--- src/rtl/subtractor_bla_pipe_pkg.sv ---
// Shared constants and types for the two-stage borrow-lookahead subtractor.
package subtractor_bla_pipe_pkg;

    localparam int DEF_WIDTH = 32;
    localparam int DEF_GROUP = 4;
    localparam int HALF      = DEF_WIDTH / 2;
    localparam int NGRP      = HALF / DEF_GROUP;

    typedef struct packed {
        logic bout;
        logic n;
        logic z;
        logic v;
    } flags_t;

    localparam flags_t FLAGS_RST = '{bout: 1'b0, n: 1'b0, z: 1'b1, v: 1'b0};

    // Signed overflow of a subtraction: operands differ in sign and the result
    // sign differs from the minuend.
    function automatic logic sub_ovf(input logic a_msb, input logic b_msb, input logic d_msb);
        return (a_msb != b_msb) && (d_msb != a_msb);
    endfunction

endpackage

--- src/rtl/subtractor_bla_pipe_if.sv ---
// Operand/result handshake bundle for the pipelined subtractor.
interface subtractor_bla_pipe_if
    import subtractor_bla_pipe_pkg::*;
#(
    parameter int WIDTH = DEF_WIDTH
);
    logic             i_valid;
    logic             o_ready;
    logic [WIDTH-1:0] i_a;
    logic [WIDTH-1:0] i_b;
    logic             i_bin;
    logic             o_valid;
    logic             i_ready;
    logic [WIDTH-1:0] o_d;
    logic             o_bout;
    logic             o_n;
    logic             o_z;
    logic             o_v;

    modport slave (
        input  i_valid, i_a, i_b, i_bin, i_ready,
        output o_ready, o_valid, o_d, o_bout, o_n, o_z, o_v
    );

    modport master (
        output i_valid, i_a, i_b, i_bin, i_ready,
        input  o_ready, o_valid, o_d, o_bout, o_n, o_z, o_v
    );
endinterface

--- src/rtl/subtractor_bla_pipe_bla_block_4bit.sv ---
// One borrow-lookahead group: per-bit difference plus the group borrow-out.
module bla_block_4bit
    import subtractor_bla_pipe_pkg::*;
#(
    parameter int GROUP_W = DEF_GROUP
) (
    output logic               o_b,
    output logic [GROUP_W-1:0] o_d,
    input  logic [GROUP_W-1:0] i_a,
    input  logic [GROUP_W-1:0] i_b,
    input  logic               i_b_in
);
    logic [GROUP_W-1:0] g;
    logic [GROUP_W-1:0] p;
    logic               gacc;
    logic               pacc;

    assign g = ~i_a & i_b;
    assign p = ~(i_a ^ i_b);

    // Borrow into each bit is the prefix (G,P) of the lower bits applied to
    // the group borrow-in; the final prefix is the group (G,P).
    always_comb begin
        gacc = 1'b0;
        pacc = 1'b1;
        o_d  = '0;
        for (int k = 0; k < GROUP_W; k++) begin
            o_d[k] = i_a[k] ^ i_b[k] ^ (gacc | (pacc & i_b_in));
            gacc   = g[k] | (p[k] & gacc);
            pacc   = pacc & p[k];
        end
        o_b = gacc | (pacc & i_b_in);
    end

endmodule

--- src/rtl/subtractor_bla_pipe.sv ---
// Two-stage borrow-lookahead subtractor: lower half in stage 1, upper half and
// flags in stage 2, valid/ready on both sides, one operation per cycle.
module subtractor_bla_pipe
    import subtractor_bla_pipe_pkg::*;
#(
    parameter int WIDTH = DEF_WIDTH,
    parameter int GROUP = DEF_GROUP
) (
    input  logic                 i_clk,
    input  logic                 i_rst,
    subtractor_bla_pipe_if.slave bus
);
    localparam int HALF_W = WIDTH / 2;
    localparam int NGRP_W = HALF_W / GROUP;

    if ((WIDTH % (2 * GROUP)) != 0) begin : g_bad_width
        $error("WIDTH must be a multiple of 2*GROUP");
    end

    logic              s1_adv;
    logic              s2_adv;
    logic              accept;

    logic              s1_valid_q;
    logic [HALF_W-1:0] s1_dlo_q;
    logic              s1_mid_q;
    logic [HALF_W-1:0] s1_ahi_q;
    logic [HALF_W-1:0] s1_bhi_q;

    logic              s2_valid_q;
    logic [WIDTH-1:0]  d_q;
    flags_t            flags_q;

    logic [NGRP_W:0]   lo_bc;
    logic [NGRP_W:0]   hi_bc;
    logic [HALF_W-1:0] dlo_d;
    logic [HALF_W-1:0] dhi_d;
    logic [WIDTH-1:0]  d_d;
    flags_t            flags_d;

    assign s2_adv = ~s2_valid_q | bus.i_ready;
    assign s1_adv = ~s1_valid_q | s2_adv;
    assign accept = bus.i_valid & bus.o_ready;

    // Gated by reset so nothing is offered or taken while reset is held.
    assign bus.o_ready = s1_adv & ~i_rst;
    assign bus.o_valid = s2_valid_q & ~i_rst;

    assign lo_bc[0] = bus.i_bin;
    assign hi_bc[0] = s1_mid_q;

    for (genvar gi = 0; gi < NGRP_W; gi++) begin : g_grp
        bla_block_4bit #(.GROUP_W(GROUP)) u_lo (
            .o_b    (lo_bc[gi+1]),
            .o_d    (dlo_d[gi*GROUP +: GROUP]),
            .i_a    (bus.i_a[gi*GROUP +: GROUP]),
            .i_b    (bus.i_b[gi*GROUP +: GROUP]),
            .i_b_in (lo_bc[gi])
        );
        bla_block_4bit #(.GROUP_W(GROUP)) u_hi (
            .o_b    (hi_bc[gi+1]),
            .o_d    (dhi_d[gi*GROUP +: GROUP]),
            .i_a    (s1_ahi_q[gi*GROUP +: GROUP]),
            .i_b    (s1_bhi_q[gi*GROUP +: GROUP]),
            .i_b_in (hi_bc[gi])
        );
    end

    always_comb begin
        d_d          = {dhi_d, s1_dlo_q};
        flags_d.bout = hi_bc[NGRP_W];
        flags_d.n    = d_d[WIDTH-1];
        flags_d.z    = ~|d_d;
        flags_d.v    = sub_ovf(s1_ahi_q[HALF_W-1], s1_bhi_q[HALF_W-1], d_d[WIDTH-1]);
    end

    always_ff @(posedge i_clk) begin
        if (i_rst) begin
            s1_valid_q <= 1'b0;
            s1_dlo_q   <= '0;
            s1_mid_q   <= 1'b0;
            s1_ahi_q   <= '0;
            s1_bhi_q   <= '0;
        end else if (s1_adv) begin
            s1_valid_q <= accept;
            if (accept) begin
                s1_dlo_q <= dlo_d;
                s1_mid_q <= lo_bc[NGRP_W];
                s1_ahi_q <= bus.i_a[WIDTH-1:HALF_W];
                s1_bhi_q <= bus.i_b[WIDTH-1:HALF_W];
            end
        end
    end

    // Output register holds while stalled; a bubble only clears the valid bit.
    always_ff @(posedge i_clk) begin
        if (i_rst) begin
            s2_valid_q <= 1'b0;
            d_q        <= '0;
            flags_q    <= FLAGS_RST;
        end else if (s2_adv) begin
            s2_valid_q <= s1_valid_q;
            if (s1_valid_q) begin
                d_q     <= d_d;
                flags_q <= flags_d;
            end
        end
    end

    assign bus.o_d    = d_q;
    assign bus.o_bout = flags_q.bout;
    assign bus.o_n    = flags_q.n;
    assign bus.o_z    = flags_q.z;
    assign bus.o_v    = flags_q.v;

endmodule

--- src/flat_wrapper.sv ---
// flat-port wrapper written by rule: the top's interface ports become plain ports
module subtractor_bla_pipe_flat import subtractor_bla_pipe_pkg::*;
#(
    parameter int WIDTH = DEF_WIDTH,
    parameter int GROUP = DEF_GROUP
)
  (i_clk, i_rst, bus_i_valid, bus_i_a, bus_i_b, bus_i_bin, bus_i_ready, bus_o_ready, bus_o_valid, bus_o_d, bus_o_bout, bus_o_n, bus_o_z, bus_o_v);
  subtractor_bla_pipe_if #(.WIDTH(WIDTH)) bus_i ();
  input  logic i_clk;
  input  logic i_rst;
  input wire logic [$bits(bus_i.i_valid)-1:0] bus_i_valid;
  input wire logic [$bits(bus_i.i_a)-1:0] bus_i_a;
  input wire logic [$bits(bus_i.i_b)-1:0] bus_i_b;
  input wire logic [$bits(bus_i.i_bin)-1:0] bus_i_bin;
  input wire logic [$bits(bus_i.i_ready)-1:0] bus_i_ready;
  output wire logic [$bits(bus_i.o_ready)-1:0] bus_o_ready;
  output wire logic [$bits(bus_i.o_valid)-1:0] bus_o_valid;
  output wire logic [$bits(bus_i.o_d)-1:0] bus_o_d;
  output wire logic [$bits(bus_i.o_bout)-1:0] bus_o_bout;
  output wire logic [$bits(bus_i.o_n)-1:0] bus_o_n;
  output wire logic [$bits(bus_i.o_z)-1:0] bus_o_z;
  output wire logic [$bits(bus_i.o_v)-1:0] bus_o_v;
  assign bus_i.i_valid = bus_i_valid;
  assign bus_i.i_a = bus_i_a;
  assign bus_i.i_b = bus_i_b;
  assign bus_i.i_bin = bus_i_bin;
  assign bus_i.i_ready = bus_i_ready;
  assign bus_o_ready = bus_i.o_ready;
  assign bus_o_valid = bus_i.o_valid;
  assign bus_o_d = bus_i.o_d;
  assign bus_o_bout = bus_i.o_bout;
  assign bus_o_n = bus_i.o_n;
  assign bus_o_z = bus_i.o_z;
  assign bus_o_v = bus_i.o_v;
  subtractor_bla_pipe #(.WIDTH(WIDTH), .GROUP(GROUP)) u_core (.i_clk(i_clk), .i_rst(i_rst), .bus(bus_i));
endmodule
--- config.mk ---
export PLATFORM = sky130hd
export DESIGN_NAME = subtractor_bla_pipe_flat
export DESIGN_NICKNAME = d
export VERILOG_FILES = /design/src/rtl/subtractor_bla_pipe_pkg.sv /design/src/rtl/subtractor_bla_pipe_if.sv /design/src/rtl/subtractor_bla_pipe_bla_block_4bit.sv /design/src/rtl/subtractor_bla_pipe.sv /design/src/flat_wrapper.sv
export SDC_FILE = /design/constraint.sdc
export NUM_CORES = 1
export LEC_CHECK = 0
export CAP_MARGIN = 20
export CORE_MARGIN = 2
export CORE_UTILIZATION = 30
export CTS_CLUSTER_DIAMETER = 50
export CTS_CLUSTER_SIZE = 40
export DETAILED_ROUTE_END_ITERATION = 6
export SLEW_MARGIN = 20
export SYNTH_ARGS = -nofsm -noshare
export SYNTH_HDL_FRONTEND = slang
export SYNTH_SLANG_ARGS = --single-unit
--- constraint.sdc ---
create_clock -name i_clk -period 3.1 [get_ports i_clk]
set_input_delay 0.62 -clock i_clk [delete_from_list [all_inputs] [get_ports i_clk]]
set_output_delay 0.62 -clock i_clk [all_outputs]
set_load 0.005 [all_outputs]
After elaboration in Yosys (flattened, before gate mapping)
Cells that the tools add are included.
{ "op_classes": {"reduce_logical": 5, "n_eq_ne": 2, "n_bitwise": 240} }
{ "ops": {"columns": ["cell", "n"], "rows": [
  ["$and 1x1->1", 83],
  ["$not 4->4", 16],
  ["$xor 1x1->1", 64],
  ["$or 1x1->1", 58],
  ["$and 4x4->4", 8],
  ["$reduce_or 32->1", 1],
  ["$xor 4x4->4", 8],
  ["$reduce_and 2->1", 2],
  ["$not 1->1", 3],
  ["$ne 1x1->1", 2],
  ["$logic_and 1x1->1", 1],
  ["$logic_not 1->1", 1]
]} }
{ "word_totals": {"elab_cells": 258, "output_inout_bits": 38, "register_bits": 87} }

Logic depth before layout (Yosys ltp)
{ "depth": {"depth_word": 18, "depth_mapped": 15} }

Cells and area by module
Synthesis repeated with hierarchy kept, for this count alone.
{ "unflattened": {"cells_unflattened": 493, "hier_area_um2": 4674.5} }
{ "modules_own_cells": {"columns": ["module", "area_each_um2", "cells_per_inst", "seq_area_each_um2", "n_inst"], "rows": [
  ["subtractor_bla_pipe", 3433.3, 341, 1721.7, 1],
  ["bla_block_4bit", 155.1, 19, 0.0, 8]
]} }

Worst setup path before layout
Ideal clock, no wire load.
{ "synth_path": {"path_type": "reg2reg", "from": "register u_core.s1_ahi_q[5]", "to": "register u_core.flags_q (netlist bit u_core.bus.o_z)", "n_path_buf": 0, "t_arrival_ns": 2.750, "path_slack_ns": 0.263, "path_stages_with_launch": 16, "required_time_ns": 3.013, "setup_time_ns": 0.087, "period_less_slack_ns": 2.837, "cell_sequence": "dfxtp_1 inv_1 ha_1 a2111oi_0 o21ai_1 nand3_1 a21boi_2 o21ai_0 nand2b_1 fa_1 nand3_1 nor4_1 nand4_1 nor2_1 nand4_1 o31ai_1"} }
{ "synth_via": {"elab_chain_len": 16} }
{ "synth_lines": {"columns": ["item", "line_no", "rtl"], "rows": [
  ["start, declared", "subtractor_bla_pipe.sv:27", "logic [HALF_W-1:0] s1_ahi_q;"],
  ["start signal, assigned", "subtractor_bla_pipe.sv:89", "s1_ahi_q <= bus.i_a[WIDTH-1:HALF_W];"],
  ["$xor 4x4->4", "subtractor_bla_pipe_bla_block_4bit.sv:19", "assign p = ~(i_a ^ i_b);"],
  ["$not 4->4", "subtractor_bla_pipe_bla_block_4bit.sv:19", null],
  ["$and 1x1->1", "subtractor_bla_pipe_bla_block_4bit.sv:29", "gacc = g[k] | (p[k] & gacc);"],
  ["$or 1x1->1", "subtractor_bla_pipe_bla_block_4bit.sv:29", null],
  ["$and 1x1->1", "subtractor_bla_pipe_bla_block_4bit.sv:29", null],
  ["$or 1x1->1", "subtractor_bla_pipe_bla_block_4bit.sv:29", null],
  ["$and 1x1->1", "subtractor_bla_pipe_bla_block_4bit.sv:29", null],
  ["$or 1x1->1", "subtractor_bla_pipe_bla_block_4bit.sv:29", null],
  ["$or 1x1->1", "subtractor_bla_pipe_bla_block_4bit.sv:32", "o_b = gacc | (pacc & i_b_in);"],
  ["$and 1x1->1", "subtractor_bla_pipe_bla_block_4bit.sv:32", null],
  ["$or 1x1->1", "subtractor_bla_pipe_bla_block_4bit.sv:32", null],
  ["$and 1x1->1", "subtractor_bla_pipe_bla_block_4bit.sv:28", "o_d[k] = i_a[k] ^ i_b[k] ^ (gacc | (pacc & i_b_in));"],
  ["$or 1x1->1", "subtractor_bla_pipe_bla_block_4bit.sv:28", null],
  ["$xor 1x1->1", "subtractor_bla_pipe_bla_block_4bit.sv:28", null],
  ["$reduce_or 32->1 *", "subtractor_bla_pipe.sv:73", "flags_d.z = ~|d_d;"],
  ["$logic_not 1->1 *", "subtractor_bla_pipe.sv:73", null],
  ["end signal, assigned", "subtractor_bla_pipe.sv:105", "flags_q <= flags_d;"],
  ["end, declared", "subtractor_bla_pipe.sv:32", "flags_t flags_q;"]
]} }
Mark *: on every way between the ends. The rest lies on a longest branch, timed or not.
A chain may end at the register's enable or synchronous reset.

Worst setup path after layout
{ "layout_path": {"from": "register u_core.s1_bhi_q[5]", "to": "register u_core.flags_q (netlist bit u_core.bus.o_z)"} }
{ "layout_via": {"elab_chain_len": 16} }
{ "layout_lines": {"columns": ["item", "line_no", "rtl"], "rows": [
  ["start, declared", "subtractor_bla_pipe.sv:28", "logic [HALF_W-1:0] s1_bhi_q;"],
  ["start signal, assigned", "subtractor_bla_pipe.sv:90", "s1_bhi_q <= bus.i_b[WIDTH-1:HALF_W];"],
  ["$xor 4x4->4", "subtractor_bla_pipe_bla_block_4bit.sv:19", null],
  ["$not 4->4", "subtractor_bla_pipe_bla_block_4bit.sv:19", null],
  ["$and 1x1->1", "subtractor_bla_pipe_bla_block_4bit.sv:29", null],
  ["$or 1x1->1", "subtractor_bla_pipe_bla_block_4bit.sv:29", null],
  ["$and 1x1->1", "subtractor_bla_pipe_bla_block_4bit.sv:29", null],
  ["$or 1x1->1", "subtractor_bla_pipe_bla_block_4bit.sv:29", null],
  ["$and 1x1->1", "subtractor_bla_pipe_bla_block_4bit.sv:29", null],
  ["$or 1x1->1", "subtractor_bla_pipe_bla_block_4bit.sv:29", null],
  ["$or 1x1->1", "subtractor_bla_pipe_bla_block_4bit.sv:32", null],
  ["$and 1x1->1", "subtractor_bla_pipe_bla_block_4bit.sv:32", null],
  ["$or 1x1->1", "subtractor_bla_pipe_bla_block_4bit.sv:32", null],
  ["$and 1x1->1", "subtractor_bla_pipe_bla_block_4bit.sv:28", null],
  ["$or 1x1->1", "subtractor_bla_pipe_bla_block_4bit.sv:28", null],
  ["$xor 1x1->1", "subtractor_bla_pipe_bla_block_4bit.sv:28", null],
  ["$reduce_or 32->1 *", "subtractor_bla_pipe.sv:73", null],
  ["$logic_not 1->1 *", "subtractor_bla_pipe.sv:73", null]
]} }
Marks and branches as above.

==> results by group <==
STA
  • Fin crit share: 97.68%
  • RSZ-0062 raised after global routing: true
  • Final Critical Period: 3028 ps
  • Worst-Margin Slew: 580.4 ps
  • Peak Freq: 0.3303 GHz
  • Final setup viols: 0
  • Fin. max-slew vios: 0
  • Skew final: 9.709 ps
  • Final count of hold timing violations: 0
  • Relative slew slack: 61.31%

Critical path
  • Crit path launch type: flip-flop
  • Worst endpoint required time: 3360 ps
  • WP data arrival: 3280 ps
  • Crit Path Class: flip-flop to flip-flop
  • CP endpoint kind: flip-flop
  • Worst-path maximum fanout: 4

Floorplan
  • Num ports: 107
  • Chip Width: 125.3 microns
  • CORE AREA: 14480 sq um
  • Die Y-Extent: 125.3 microns
  • Row count: 44
  • Area of the die: 15700 sq um
  • Starting density of the core: 30.49%

Global routing
  • Total GRT Usage: 14.63%
  • Remaining Overflow, GRT: 0
  • Global-route wire length before repair: 18.74 mm
  • Initial antenna violation count: 0
  • Vias in the first global route: 3904
  • Largest net degree at the start of global routing: 58

Power
  • Sw Share: 28.21%
  • Maximum vdd drop: 0.2700 mV
  • PwrDens: 493.6 nW/um^2
  • Clock Power Share: 32.8%
  • P_int: 2182 uW
  • Static Leak: 0.002501 uW
  • Seq pwr share: 41.4%
  • Psw: 857.4 uW
  • Tot Pwr: 3039 uW
  • Combinational Power Share: 25.8%

Routing
  • Aggregate routed wire length: 11.42 mm
  • Vias: 3905
  • 1st-iter DRT viols: 248
  • Vias per cell: 4.716
  • Avg WL per Cell: 13.79 microns
  • Detail Route Antenna Nets: 0
  • DRC: 0
  • Initial DRT Pass Iterations: 5

Layout
  • Layout area overhead: 39.48%
  • Ant. Diodes: 0
  • Final instance area: 6157 sq um
  • Final nets: 750
  • Layout cells sized above 1: 9.938%

Hold path
  • Tightest Hold Check Type: flip-flop to flip-flop

Synthesis
  • FF+latch count, synth: 86
  • Most common cell in the synthesized netlist: nand2_1
  • Mapped Area: 4414 sq um
  • Post-synthesis net count: 637
  • Syn Area/Cell: 8.360 sq um
  • Synth unique cells: 43
  • Ranking of synthesized cells by area: dfxtp_1 39%, nand2_1 9.5%, ha_1 9.1%
  • Top cell type's share of synthesized area: 39.00%
  • Share of synthesized registers carrying an async set or reset: 0%
  • Yosys warns: 0
  • Mapped Cells: 528
  • Synth cell count leaders: 112 x nand2_1, 86 x dfxtp_1, 38 x inv_1, 32 x a21oi_1, 32 x ha_1
  • Sequential share of the synthesized area: 39.00%
  • Yosys top cell by area: dfxtp_1
  • Post-synth top flop: dfxtp_1
  • Number of flops mapped to enable cells by yosys: 0

Clocking
  • Clk slew on worst S/H paths: 60 ps
  • CTS Sinks: 86
  • Root Buffer: clkbuf_16
  • Clk buf depth: 2
  • Hold Buf Count CTS: 0
  • CTS tree: yes
  • Htree depth: 3
  • CTS buffer count: 9
  • Skew-Pair Late Insertion Delay: 330 ps

Placement
  • Port bufs: 106
  • Post-DP HPWL: 8.526 mm
  • DP Area: 5741 sq um
  • Placer Congestion: 0.8099

Outcome
  • Outcome: finished, final reports clean

Run
  • Maxcap violations: 0
## layout make-up
class / instances / area, sq um
clock buffers: 11 / 252.7
fillers: 1403 / 8322
flip-flops and latches: 86 / 1725
repair buffers: 130 / 1236
well taps: 184 / 230.2
multi-input cells: 376 / 2549
clock inverters: 3 / 21.27
inverters: 38 / 142.6
## worst max-delay path, cell delays in order, from the launching register on
cell       delay, ps
dfxtp_2          340
ha_4             270
a2111oi_4        380
o21ai_2          120
buf_4            150
nand2_1           80
o21ai_1          110
fa_1             590
nand3_1           80
nor4_1           230
nand4_1          110
nor2_1           120
nand4_1          140
o31ai_1          240
## path summary, 6_finish.rpt
kind | startpoint | endpoint | slack (ps) | depth (start not counted)
min reg2reg | u_core.bus.o_d[0] | u_core.bus.o_d[0] | 450 | 2
max reg2reg | u_core.s1_bhi_q[5] | u_core.bus.o_z | 70 | 13
min | u_core.bus.o_d[0] | u_core.bus.o_d[0] | 450 | 2
max | u_core.s1_bhi_q[5] | u_core.bus.o_z | 70 | 13
## routing by layer
metal / routed length (microns) / vias to the layer above / global-route usage [%]
met5: 0 / - / 0
met4: 259 / 0 / 5.948
met3: 379 / 19 / 2.396
met2: 5293 / 73 / 23.40
met1: 5487 / 1797 / 19.70
li1: - / 2016 / -
## flip-flops by register name, summed over array words and instances (netlist names)
name / flops
u_core.bus.o_z: 1
u_core.s1_dlo_q: 16
u_core.s1_mid_q: 1
u_core.bus.o_v: 1
u_core.s1_ahi_q: 16
u_core.s1_valid_q: 1
u_core.bus.o_n: 1
u_core.bus.o_bout: 1
u_core.bus.o_d: 31
u_core.s1_bhi_q: 16
u_core.s2_valid_q: 1
## cell usage in the layout (no fill, tap or decap), types with 9 or more instances in the layout
cell and n:
dfxtp_1 83, clkbuf_16 9, o31ai_1 17, inv_1 36, clkdlybuf4s50_1 105, xnor2_1 14
nand2_1 112, nor2_1 28, nand3b_1 30, a21oi_1 31, o21ai_1 9, ha_1 27
a211oi_1 13, o21ai_0 13, buf_4 24
## per-stage QoR
step | setup TNS (ps) | std cells | util [%] | setup slack [ps] | hold slack (ps)
after floorplan | 0 | 528 | - | 262.9 | 437.7
after global placement | -191.0 | 812 | 39.65 | -92.63 | 447.6
after detailed placement | -546.5 | 812 | 39.65 | -169.2 | 449.5
after CTS | 0 | 827 | 41.86 | 1.494 | 458.1
after global routing | -139.2 | 828 | 42.53 | -139.2 | 479.0
final | 0 | 828 | 42.53 | 72.07 | 453.8
## logic make-up (layout without fill, tap and decap cells)
group                      after synthesis  in the layout  share of synthesized area [%]
adders and majority gates               40             40                          12.70
DFF                                     86             86                          39.00
buffers and inverters                   66            182                          6.151
muxes                                    1              1                         0.3400
xor gates and xnor gates                19             19                          3.770
AOI/OAI and AO/OA                      111            111                          16.13
and+or+nand+nor                        205            205                          21.91
## power groups by stage
stage | logic (uW) | clock network [uW] | registers [uW]
5_1_grt | 870 | 1060 | 1270
4_1_cts | 757 | 1020 | 1260
3_5_place_dp | 735 | 0 | 1280
3_3_place_gp | 723 | 0 | 1280
6_report | 784 | 995 | 1260
2_1_floorplan | 440 | 0 | 1260
## timing repair
action,4_1_cts,5_1_grt
resized for setup,8,17
pin swaps,2,16
setup buffers,1,1
setup endpoints to repair,1,1
Note: power is estimated with default switching activity, not from simulation.
